<file path="src/rtl/fifo_status.sv">
`default_nettype none
// ============================================================================
// Module   : fifo_status
// Purpose  : Occupancy, hysteresis threshold and sticky error status for a
//            16-entry FIFO addressed by 5-bit wrap-bit pointers.
//            Optional peak-level tracking when FIFO_PEAK_EN is defined.
// Revision : 1.0 - initial release
// ============================================================================
module fifo_status #(
  parameter int THR_HI = 12,
  parameter int THR_LO = 4
) (
  input  logic       clk,
  input  logic       rst_n,
  input  logic [4:0] wptr,
  input  logic [4:0] rptr,
  input  logic       wr,
  input  logic       rd,
  input  logic       stat_clr,
  output logic       fifo_empty,
  output logic       fifo_full,
  output logic [4:0] fifo_level,
  output logic       fifo_threshold,
  output logic       fifo_overflow,
  output logic       fifo_underflow,
  output logic       fifo_ptr_err,
  output logic [4:0] fifo_peak
);

  localparam logic [4:0] c_thr_hi = 5'(THR_HI);
  localparam logic [4:0] c_thr_lo = 5'(THR_LO);
  localparam logic [4:0] c_depth  = 5'd16;

  typedef enum logic [0:0] {
    BELOW = 1'b0,
    ABOVE = 1'b1
  } thr_state_t;

  thr_state_t r_state;
  thr_state_t w_state_nxt;
  logic       w_threshold;
  logic [4:0] w_level;
  logic       w_ovf_set;
  logic       w_unf_set;
  logic       w_perr_set;
  logic       r_overflow;
  logic       r_underflow;
  logic       r_ptr_err;

  // Modulo-32 difference of wrap-bit pointers gives occupancy directly.
  assign w_level    = wptr - rptr;
  assign fifo_level = w_level;
  assign fifo_empty = (wptr == rptr);
  assign fifo_full  = (wptr[4] != rptr[4]) && (wptr[3:0] == rptr[3:0]);

  always_comb begin
    w_state_nxt = r_state;
    w_threshold = 1'b0;
    case (r_state)
      BELOW: begin
        w_threshold = 1'b0;
        if (w_level >= c_thr_hi) w_state_nxt = ABOVE;
      end
      ABOVE: begin
        w_threshold = 1'b1;
        if (w_level <= c_thr_lo) w_state_nxt = BELOW;
      end
      default: w_state_nxt = BELOW;
    endcase
  end

  always_ff @(posedge clk or negedge rst_n) begin
    if (!rst_n) r_state <= BELOW;
    else        r_state <= w_state_nxt;
  end

  assign fifo_threshold = w_threshold;

  assign w_ovf_set  = wr && fifo_full;
  assign w_unf_set  = rd && fifo_empty;
  assign w_perr_set = (w_level > c_depth);

  // A new set event wins over a coincident clear.
  always_ff @(posedge clk or negedge rst_n) begin
    if (!rst_n) begin
      r_overflow  <= 1'b0;
      r_underflow <= 1'b0;
      r_ptr_err   <= 1'b0;
    end else begin
      r_overflow  <= w_ovf_set  | (r_overflow  & ~stat_clr);
      r_underflow <= w_unf_set  | (r_underflow & ~stat_clr);
      r_ptr_err   <= w_perr_set | (r_ptr_err   & ~stat_clr);
    end
  end

  assign fifo_overflow  = r_overflow;
  assign fifo_underflow = r_underflow;
  assign fifo_ptr_err   = r_ptr_err;

`ifdef FIFO_PEAK_EN
  logic [4:0] r_peak;

  // Clear restarts tracking from the present level; corrupt levels never load.
  always_ff @(posedge clk or negedge rst_n) begin
    if (!rst_n) begin
      r_peak <= 5'd0;
    end else if (stat_clr) begin
      r_peak <= (w_level <= c_depth) ? w_level : 5'd0;
    end else if ((w_level <= c_depth) && (w_level > r_peak)) begin
      r_peak <= w_level;
    end
  end

  assign fifo_peak = r_peak;
`else
  assign fifo_peak = 5'd0;
`endif

endmodule
`default_nettype wire

</file>
<file path="config.mk">
export PLATFORM = sky130hd
export DESIGN_NAME = fifo_status
export DESIGN_NICKNAME = d
export VERILOG_FILES = /design/src/rtl/fifo_status.sv
export SDC_FILE = /design/constraint.sdc
export NUM_CORES = 1
export LEC_CHECK = 0
export CAP_MARGIN = 20
export CORE_AREA = 2 2 39 41
export CTS_CLUSTER_DIAMETER = 100
export DETAILED_ROUTE_END_ITERATION = 8
export DIE_AREA = 0 0 41 43
export PLACE_DENSITY = 0.74
export SYNTH_ARGS = -nofsm -noshare
export SYNTH_HDL_FRONTEND = slang
export SYNTH_SLANG_ARGS = --single-unit
</file>
<file path="constraint.sdc">
create_clock -name clk -period 2.6 [get_ports clk]
set_clock_uncertainty 0.15 [all_clocks]
set_input_delay 0.52 -clock clk [delete_from_list [all_inputs] [get_ports clk]]
set_output_delay 0.52 -clock clk [all_outputs]
set_load 0.01 [all_outputs]
</file>
==> results of run 1 <==
## per-layer routing
metal	global-route usage (%)	vias up	routed length, um
li1	-	226	-
met1	13.31	208	374
met2	25.31	21	619
met3	1.571	4	90
met4	8.000	0	23
met5	0	-	0
## worst max-delay path, stage by stage
cell and delay [ps]:
clkdlybuf4s50_1 450, inv_1 40, ha_1 310, nor2_2 160
a21oi_4 50, xnor2_2 150, inv_1 50, buf_2 130
## path summary, 6_finish.rpt
kind,start,to,cells after the start
min in group clk,fifo_underflow$_DFF_PN0_,fifo_underflow$_DFF_PN0_,2
max in group asynchronous,rst_n,r_state$_DFF_PN0_,1
worst max register to register,fifo_ptr_err$_DFF_PN0_,fifo_ptr_err$_DFF_PN0_,3
worst min-delay path,rst_n,fifo_ptr_err$_DFF_PN0_,1
worst min register to register,fifo_underflow$_DFF_PN0_,fifo_underflow$_DFF_PN0_,2
worst max-delay path,rptr[3],fifo_level[4],8
## per-stage QoR
step	util (%)	hold slack, ps	setup WS [ps]
6_report	58.59	332.8	67.51
5_1_grt	58.59	350.7	-8.650
4_1_cts	55.52	333.9	14.23
3_5_place_dp	51.54	406.2	-676.3
3_3_place_gp	51.54	367.4	-640.6
2_1_floorplan	-	74.41	255.3
## timing repair
action,CTS,global route
endpoints found under the hold margin,0,0
setup buffers,2,0
resized for setup,27,15
pin swaps,7,9
setup endpoints to repair,7,5
## cell usage after synthesis
master	number	area [um2]
nand2_1	4	15.01
o21ai_1	1	5.000
conb_1	1	3.750
fa_1	1	20.02
xor2_1	1	8.760
nand2b_1	2	12.51
nor3b_1	1	7.510
a21oi_1	1	5.000
o21ai_0	2	10.01
xnor2_1	4	35.03
a21oi_2	1	8.760
ha_1	4	50.05
dfrtp_1	4	100.1
nand3_1	1	5.000
o211ai_1	1	7.510
nor2_1	5	18.77
inv_1	11	41.29
nand4_1	1	6.260
a22oi_1	1	7.510
buf_4	5	37.54
## power by group through the flow
stage	registers (mW)	clock network [mW]	logic, mW
after floorplan	0.0834	0	0.0732
after global placement	0.0782	0	0.175
after detailed placement	0.0792	0	0.180
after CTS	0.0784	0.0794	0.183
after global routing	0.0798	0.0837	0.220
final	0.0787	0.0770	0.200
## state kept, by name, indices dropped and copies added, names as in the netlist
signal / cells
fifo_overflow: 1
fifo_underflow: 1
fifo_ptr_err: 1
r_state: 1
## cells in the final DEF, fill, tap and decap left out, types with 2 or more instances in the layout
cell	Yosys	final
ha_1	4	2
dfrtp_1	4	4
dlygate4sd2_1	0	3
clkbuf_4	0	3
clkdlybuf4s15_1	0	2
nand2_1	4	3
o21ai_0	2	2
buf_4	5	10
buf_2	0	2
xnor2_2	0	3
clkdlybuf4s50_1	0	13
nor2_2	0	2
clkbuf_2	0	2
inv_1	11	10
nor2_1	5	3
conb_1	1	5
dlymetal6s2s_1	0	2
## layout make-up
| class | count | area, um2 |
|---|---|---|
| multi-input cells | 36 | 319.1 |
| flip-flops and latches | 4 | 100.1 |
| repair buffers | 35 | 307.8 |
| well taps | 16 | 20.02 |
| inverters | 11 | 41.29 |
| clock buffers | 3 | 22.52 |
| fillers | 137 | 573.1 |
## kinds of logic (layout without fill, tap and decap cells)
logic type	count (synthesis)	in the layout	synth area share, %
xor+xnor	5	5	10.80
simple gates	14	14	16.05
compound gates	7	7	10.80
flops	4	4	24.69
other cells	1	5	0.9250
fa+ha+maj	5	5	17.28
buf+inv	16	49	19.45
==> flow_metrics.tcl, run 1 <==
set metrics [dict create \
    status "complete, no violations" \
    p_leak_nw 0.4071 \
    yosys_register_bits 4 \
    slew_violations 0 \
    worstPathArrival_ps 1860 \
    rows 14 \
    setup_viol 0 \
    syn2layout_area_growth_pct 100.0 \
    io_buffers 25 \
    avgRoutedWirePerCell_um 10.54 \
    pwr-share-seq_pct 22.1 \
    syn_area_um2 405.4 \
    die_x_um 41 \
    dp.cells 100 \
    diodes 0 \
    r2r_setup_slack_ps 1580 \
    yosysWarnings 0 \
    internal_power_uw 238.7 \
    clockBufferDepth 2 \
    post-layout-total-power_uw 355.4 \
    critical_path_required_ps 1930 \
    maxCapViolCount 0 \
    grt_max_degree 6 \
    grt_pass1_wl_mm 1.649 \
    coreArea_um2 1384 \
    antenna_found_initial 0 \
    layout_min_cycle_time_ps 2532 \
    numCtsBuffers 3 \
    detail_route.first_pass.iterations 1 \
    worstPathMaxFanout 3 \
    clk_pin_slew_worst_paths_ps 40 \
    syn_area_per_cell_um2 7.796 \
    fin_nets 111 \
    syn_inst 52 \
    dpl.hpwl_um 857.6 \
    grt_pass1_vias 441 \
    end_kind "output port" \
    cts_tree "yes" \
    power_frac_comb_pct 56.2 \
    track_usage_pct 13.80 \
    yosysSeqAreaShare_pct 24.69 \
    ctsHoldBuffers 0 \
    finalSetupTns_ps 0 \
    cts-root-buf "clkbuf_4" \
    clock.fmax_ghz 0.3949 \
    drc 0 \
    hold_violations 0 \
    vias 459 \
    cts_num_sinks 4 \
    dieArea_um2 1763 \
    cts_htree_levels 1 \
    grt.overflow.total 0 \
    vias_per_cell 4.371 \
    critPathKind "primary input to output port" \
    die_h_um 43 \
    insertion_delay_ps 230 \
    min_path_type "primary input to async pin" \
    switching_share_pct 32.84 \
    p_sw_uw 116.7 \
    drt_first_iter_violations 0 \
    critical_path.startpoint_type "primary input" \
    clkPwrFrac_pct 21.7 \
    gp_congestion 0.7944 \
    synth_cell_types 20 \
    initial_core_util_pct 29.29 \
    antenna_left 0 \
    drive_gt1_share_pct 35.96 \
    finalNonFillerCells 105 \
    ioPinCount 31 \
    ir_drop_mv 0.2129 \
    stdcell_area_um2 810.8 \
    place_area_um2 713.2 \
    min_period_over_period_pct 97.40 \
    power_density_nw_per_um2 438.4 \
    wl_mm 1.107 \
]
Note: power is estimated with default switching activity, not from simulation.
==> run 2: changes to the inputs <==
- PLACE_DENSITY: 0.74 -> 0.82
- SETUP_SLACK_MARGIN: not set -> 0.4
==> run 2 against run 1 <==
Net effect: clock power up 4.0%; die area did not move; non-clock buffer count increased by 15; worst hold slack improved by 14 ps; critical endpoint unchanged; largest cell class is now buffers.
==> flow_metrics.tcl, run 2 (synthesis gave the netlist of run 1 again) <==
set metrics [dict create \
    p_leak_nw 0.5033 \
    clk_pin_slew_worst_paths_ps 40 \
    finalSetupTns_ps 0 \
    cts_tree "yes" \
    gp_congestion 0.7599 \
    diodes 0 \
    place_area_um2 735.7 \
    antenna_found_initial 0 \
    setup_viol 0 \
    power_density_nw_per_um2 435.4 \
    rr_worst_depth 3 \
    final_cell_mix "buf_4, clkdlybuf4s50_1, buf_6, inv_1" \
    drive_gt1_share_pct 61.54 \
    min_period_over_period_pct 95.08 \
    layout_min_cycle_time_ps 2472 \
    syn2layout_area_growth_pct 141.0 \
    die_x_um 41 \
    layout_commonest_cell "buf_4" \
    min_path_type "primary input to async pin" \
    rows 14 \
    ir_drop_mv 0.2037 \
    track_usage_pct 19.62 \
    initial_core_util_pct 29.29 \
    numCtsBuffers 3 \
    cts_htree_levels 1 \
    die_h_um 43 \
    detail_route.first_pass.iterations 4 \
    clock.fmax_ghz 0.4045 \
    avgRoutedWirePerCell_um 15.82 \
    critical_path.startpoint_type "primary input" \
    io_buffers 25 \
    coreArea_um2 1384 \
    worstPathMaxFanout 2 \
    dieArea_um2 1763 \
    drc 0 \
    vias 558 \
    grt_pass1_vias 518 \
    vias_per_cell 4.650 \
    n_fill_cell 100 \
    cts_num_sinks 4 \
    clockBufferDepth 2 \
    stdcell_area_um2 977.2 \
    cts-root-buf "clkbuf_4" \
    grt_pass1_wl_mm 2.201 \
    grt.overflow.total 0 \
    dpl.hpwl_um 950.3 \
    fin_nets 126 \
    worstPathArrival_ps 1800 \
    critical_path_required_ps 1930 \
    insertion_delay_ps 240 \
    critPathKind "primary input to output port" \
    regArea_um2 100.1 \
    hold_violations 0 \
    end_kind "output port" \
    maxCapViolCount 0 \
    ctsHoldBuffers 0 \
    r2r-start "fifo_ptr_err$_DFF_PN0_" \
    status "complete, no violations" \
    grt_max_degree 6 \
    setup.worst_path.start "wptr[0]" \
    slew_violations 0 \
    drt_first_iter_violations 7 \
    rsz0062_at_grt "true" \
    antenna_left 0 \
    ioPinCount 31 \
    multi_input_area_um2 367.9 \
    wl_mm 1.898 \
]
==> run 2: cell types whose count changed in the layout (fill, tap and decap cells not counted), moves of 2 or more <==
cell             previous run  this run
buf_2                       2         4
clkbuf_2                    2         5
ha_4                        1         4
clkdlybuf4s50_1            13         8
dlygate4sd2_1               3         1
ha_1                        2         0
buf_4                      10        22
clkdlybuf4s15_1             2         0
inv_1                      10         6
inv_2                       1         4
buf_6                       0         7
==> run 2: worst max-delay path: stages <==
cell and delay, ps:
buf_8 80, inv_8 30, ha_4 150, fa_2 360, nand2b_4 160, a21oi_4 160
xnor2_2 140, inv_1 70, buf_2 140
==> run 2: through the flow <==
stage	setup WS, ps	utilization [%]	total power, mW	instances	hold WS [ps]
after floorplan	355.7	-	0.1622	56	74.41
after detailed placement	-698.4	53.16	0.2622	99	390.1
after global placement	-652.0	53.16	0.2552	99	370.6
final	128.0	70.61	0.4255	120	347.2
after CTS	141.1	65.28	0.3708	117	336.3
after global routing	101.3	70.61	0.4462	120	349.3
==> run 2: power breakdown <==
group | switching, mW | internal, mW
logic | 0.112 | 0.154
registers | 0.00668 | 0.0723
clock network | 0.0283 | 0.0518
total | 0.147 | 0.278
==> run 2: final cells by class <==
type / instances / share of cell area (%)
clock buffers: 3 / 2.305
multi-input cells: 36 / 37.64
inverters: 11 / 4.994
well taps: 16 / 2.049
repair buffers: 50 / 42.77
flip-flops and latches: 4 / 10.24
==> run 2: path summary, 6_finish.rpt <==
check / slack [ps] / endpoint
worst max register to register: 1410 / fifo_ptr_err$_DFF_PN0_
min in group clk: 410 / fifo_underflow$_DFF_PN0_
worst min register to register: 410 / fifo_underflow$_DFF_PN0_
worst min-delay path: 350 / fifo_overflow$_DFF_PN0_
worst max-delay path: 130 / fifo_level[4]
max in group asynchronous: 1770 / r_state$_DFF_PN0_
==> run 2: what timing repair did <==
item | CTS | global route
endpoints found under the setup margin | 9 | 6
buffers inserted | 15 | 3
pin swaps | 13 | 11
gates resized for setup | 57 | 26
==> run 2: routing by layer <==
layer | part of all wire (%) | wire length [um] | up-vias | global-route usage [%]
li1 | - | - | 256 | -
met4 | 4.0 | 76 | 0 | 16.00
met5 | 0 | 0 | - | 0
met3 | 6.4 | 121 | 13 | 1.571
met1 | 34 | 646 | 255 | 16.18
met2 | 56 | 1054 | 34 | 36.88
==> run 3: changes to the inputs <==
- TNS_END_PERCENT: not set -> 50
==> run 3 against run 2 <==
Net effect: final cell count unchanged; design area down 0.64%; count of clock-buffer cells in the layout unchanged; flip-flop and latch count unchanged; non-clock buffer count unchanged; largest power group unchanged; register-to-register slack better by 80 ps; critical path depth unchanged; core utilization down 0.45 points; fmax up 1.9%; sequential share of layout area up 0.066 points; critical path type unchanged.
==> flow_metrics.tcl, run 3 (synthesis gave the netlist of run 1 again) <==
set metrics [dict create \
    insertion_delay_ps 250 \
    place_area_um2 735.7 \
    crit_chain "buf_8, inv_8, ha_4, fa_2, nand2b_4, a21oi_4, xnor2_2, inv_1, buf_2" \
    gp_congestion 0.7599 \
    dpl.hpwl_um 950.3 \
    crit_family "adder cells" \
    cts_tree "yes" \
    numCtsBuffers 3 \
    r2r_end "fifo_ptr_err$_DFF_PN0_" \
    avgRoutedWirePerCell_um 14.72 \
    clk_pin_slew_worst_paths_ps 40 \
    vias_per_cell 4.692 \
    rows 14 \
    cts_num_sinks 4 \
    fin_util_pct 70.16 \
    worstPathArrival_ps 1760 \
    n_fill_cell 105 \
    dp_slack_ps -698.4 \
    drc 0 \
    power_frac_comb_pct 61.7 \
    rr_worst_depth 3 \
    syn2layout_area_growth_pct 139.5 \
    grt_max_degree 6 \
    r2r-start "fifo_ptr_err$_DFF_PN0_" \
    p_sw_uw 145.2 \
    drt_first_iter_violations 6 \
    multi_input_area_um2 359.1 \
    diodes 0 \
    r2r_setup_slack_ps 1490 \
    pwr-share-seq_pct 18.8 \
    setup_viol 0 \
    die_h_um 43 \
    clock.fmax_ghz 0.4120 \
    slowest_delay_ps 360 \
    min_path_type "primary input to async pin" \
    worstPathMaxFanout 2 \
    worstSetupEndpoint "fifo_level[4]" \
    antenna_found_initial 0 \
    critical_path.startpoint_type "primary input" \
    ioPinCount 31 \
    hold_violations 0 \
    slew_violations 0 \
    initial_core_util_pct 29.29 \
    layout_commonest_cell "buf_4" \
    end_kind "output port" \
    critical_path_required_ps 1930 \
    status "complete, no violations" \
    p_leak_nw 0.5077 \
    power_density_nw_per_um2 432.1 \
    ctsHoldBuffers 0 \
    crit_cells 9 \
    stdcell_area_um2 970.9 \
    cts_htree_levels 1 \
    clockBufferDepth 2 \
    maxCapViolCount 0 \
    dieArea_um2 1763 \
    die_x_um 41 \
    grt_pass1_wl_mm 2.208 \
    internal_power_uw 274.3 \
    grt_pass1_vias 518 \
    io_buffers 25 \
    setup.worst_path.start "wptr[0]" \
    cts-root-buf "clkbuf_4" \
    ir_drop_mv 0.1842 \
    fin_nets 126 \
    coreArea_um2 1384 \
    antenna_left 0 \
    timing.hold.ws_ps 331.4 \
    post-layout-total-power_uw 419.5 \
    final_cell_mix "buf_4, clkdlybuf4s50_1, inv_1, buf_6" \
    rsz0062_at_grt "true" \
    drive_gt1_share_pct 61.54 \
    cp_slowest_cell "fa_2" \
    switching_share_pct 34.60 \
    detail_route.first_pass.iterations 4 \
    worst_slack_ps 173.0 \
    path_buf_inv 4 \
    layout_min_cycle_time_ps 2427 \
    min_period_over_period_pct 93.35 \
    wl_mm 1.766 \
    grt.overflow.total 0 \
    critPathKind "primary input to output port" \
    vias 563 \
    regArea_um2 100.1 \
    clkPwrFrac_pct 19.5 \
    track_usage_pct 19.82 \
]
-- run 3: cell types whose count changed in the layout (fill, tap and decap cells not counted) --
cell and change:
nor2_1 -1, xnor2_2 +1, clkbuf_2 -1, dlygate4sd2_1 -1, xnor2_4 -1, dlymetal6s2s_1 +1, buf_6 -1, buf_2 +1
nor2_2 +1, clkdlybuf4s50_1 +1
-- run 3: cell type report --
cell class / count / share of cell area (%)
Multi-Input combinational cell: 36 / 36.98
Timing Repair Buffer: 50 / 43.30
Tap cell: 16 / 2.062
Clock buffer: 3 / 2.320
Sequential cell: 4 / 10.31
Inverter: 11 / 5.026
-- run 3: how the worst min path moves through the flow --
stage | from | endpoint | slack, ps | cells after the start
floorplan | rst_n | fifo_overflow$_DFF_PN0_ | 70 | 0
global placement | fifo_underflow$_DFF_PN0_ | fifo_underflow$_DFF_PN0_ | 370 | 2
detailed placement | fifo_underflow$_DFF_PN0_ | fifo_underflow$_DFF_PN0_ | 390 | 2
CTS | rst_n | fifo_ptr_err$_DFF_PN0_ | 340 | 1
global route | rst_n | fifo_underflow$_DFF_PN0_ | 340 | 1
finish | rst_n | fifo_ptr_err$_DFF_PN0_ | 330 | 1
-- run 3: worst register-to-register path, delay by kind of cell, from the launching register on --
kind | cells | cell delay, ps
simple gates | 2 | 360
flops | 1 | 370
compound gates | 1 | 90
-- run 3: layer usage --
layer	track usage, %	up-vias	share of wire, %
met5	0	-	0
met4	16.00	0	4.3
met3	3.141	10	7.1
met2	36.88	33	54
met1	15.86	265	34
li1	-	255	-
-- run 3: repair_timing --
item,4_1_cts,5_1_grt
gates resized for setup,55,24
endpoints found under the hold margin,0,0
pin swaps,13,9
endpoints found under the setup margin,9,9
buffers inserted,15,3
-- run 3: power by group through the flow --
stage	logic (mW)	registers [mW]	clock network, mW
2_1_floorplan	0.0789	0.0834	0
3_3_place_gp	0.177	0.0781	0
3_5_place_dp	0.184	0.0786	0
4_1_cts	0.214	0.0779	0.0803
5_1_grt	0.274	0.0795	0.0908
6_report	0.259	0.0790	0.0818
-- run 3: stage by stage --
step | cells | setup TNS (ps)
final | 120 | 0
after CTS | 117 | 0
after floorplan | 56 | 0
after detailed placement | 99 | -2989
after global routing | 120 | 0
after global placement | 99 | -2769
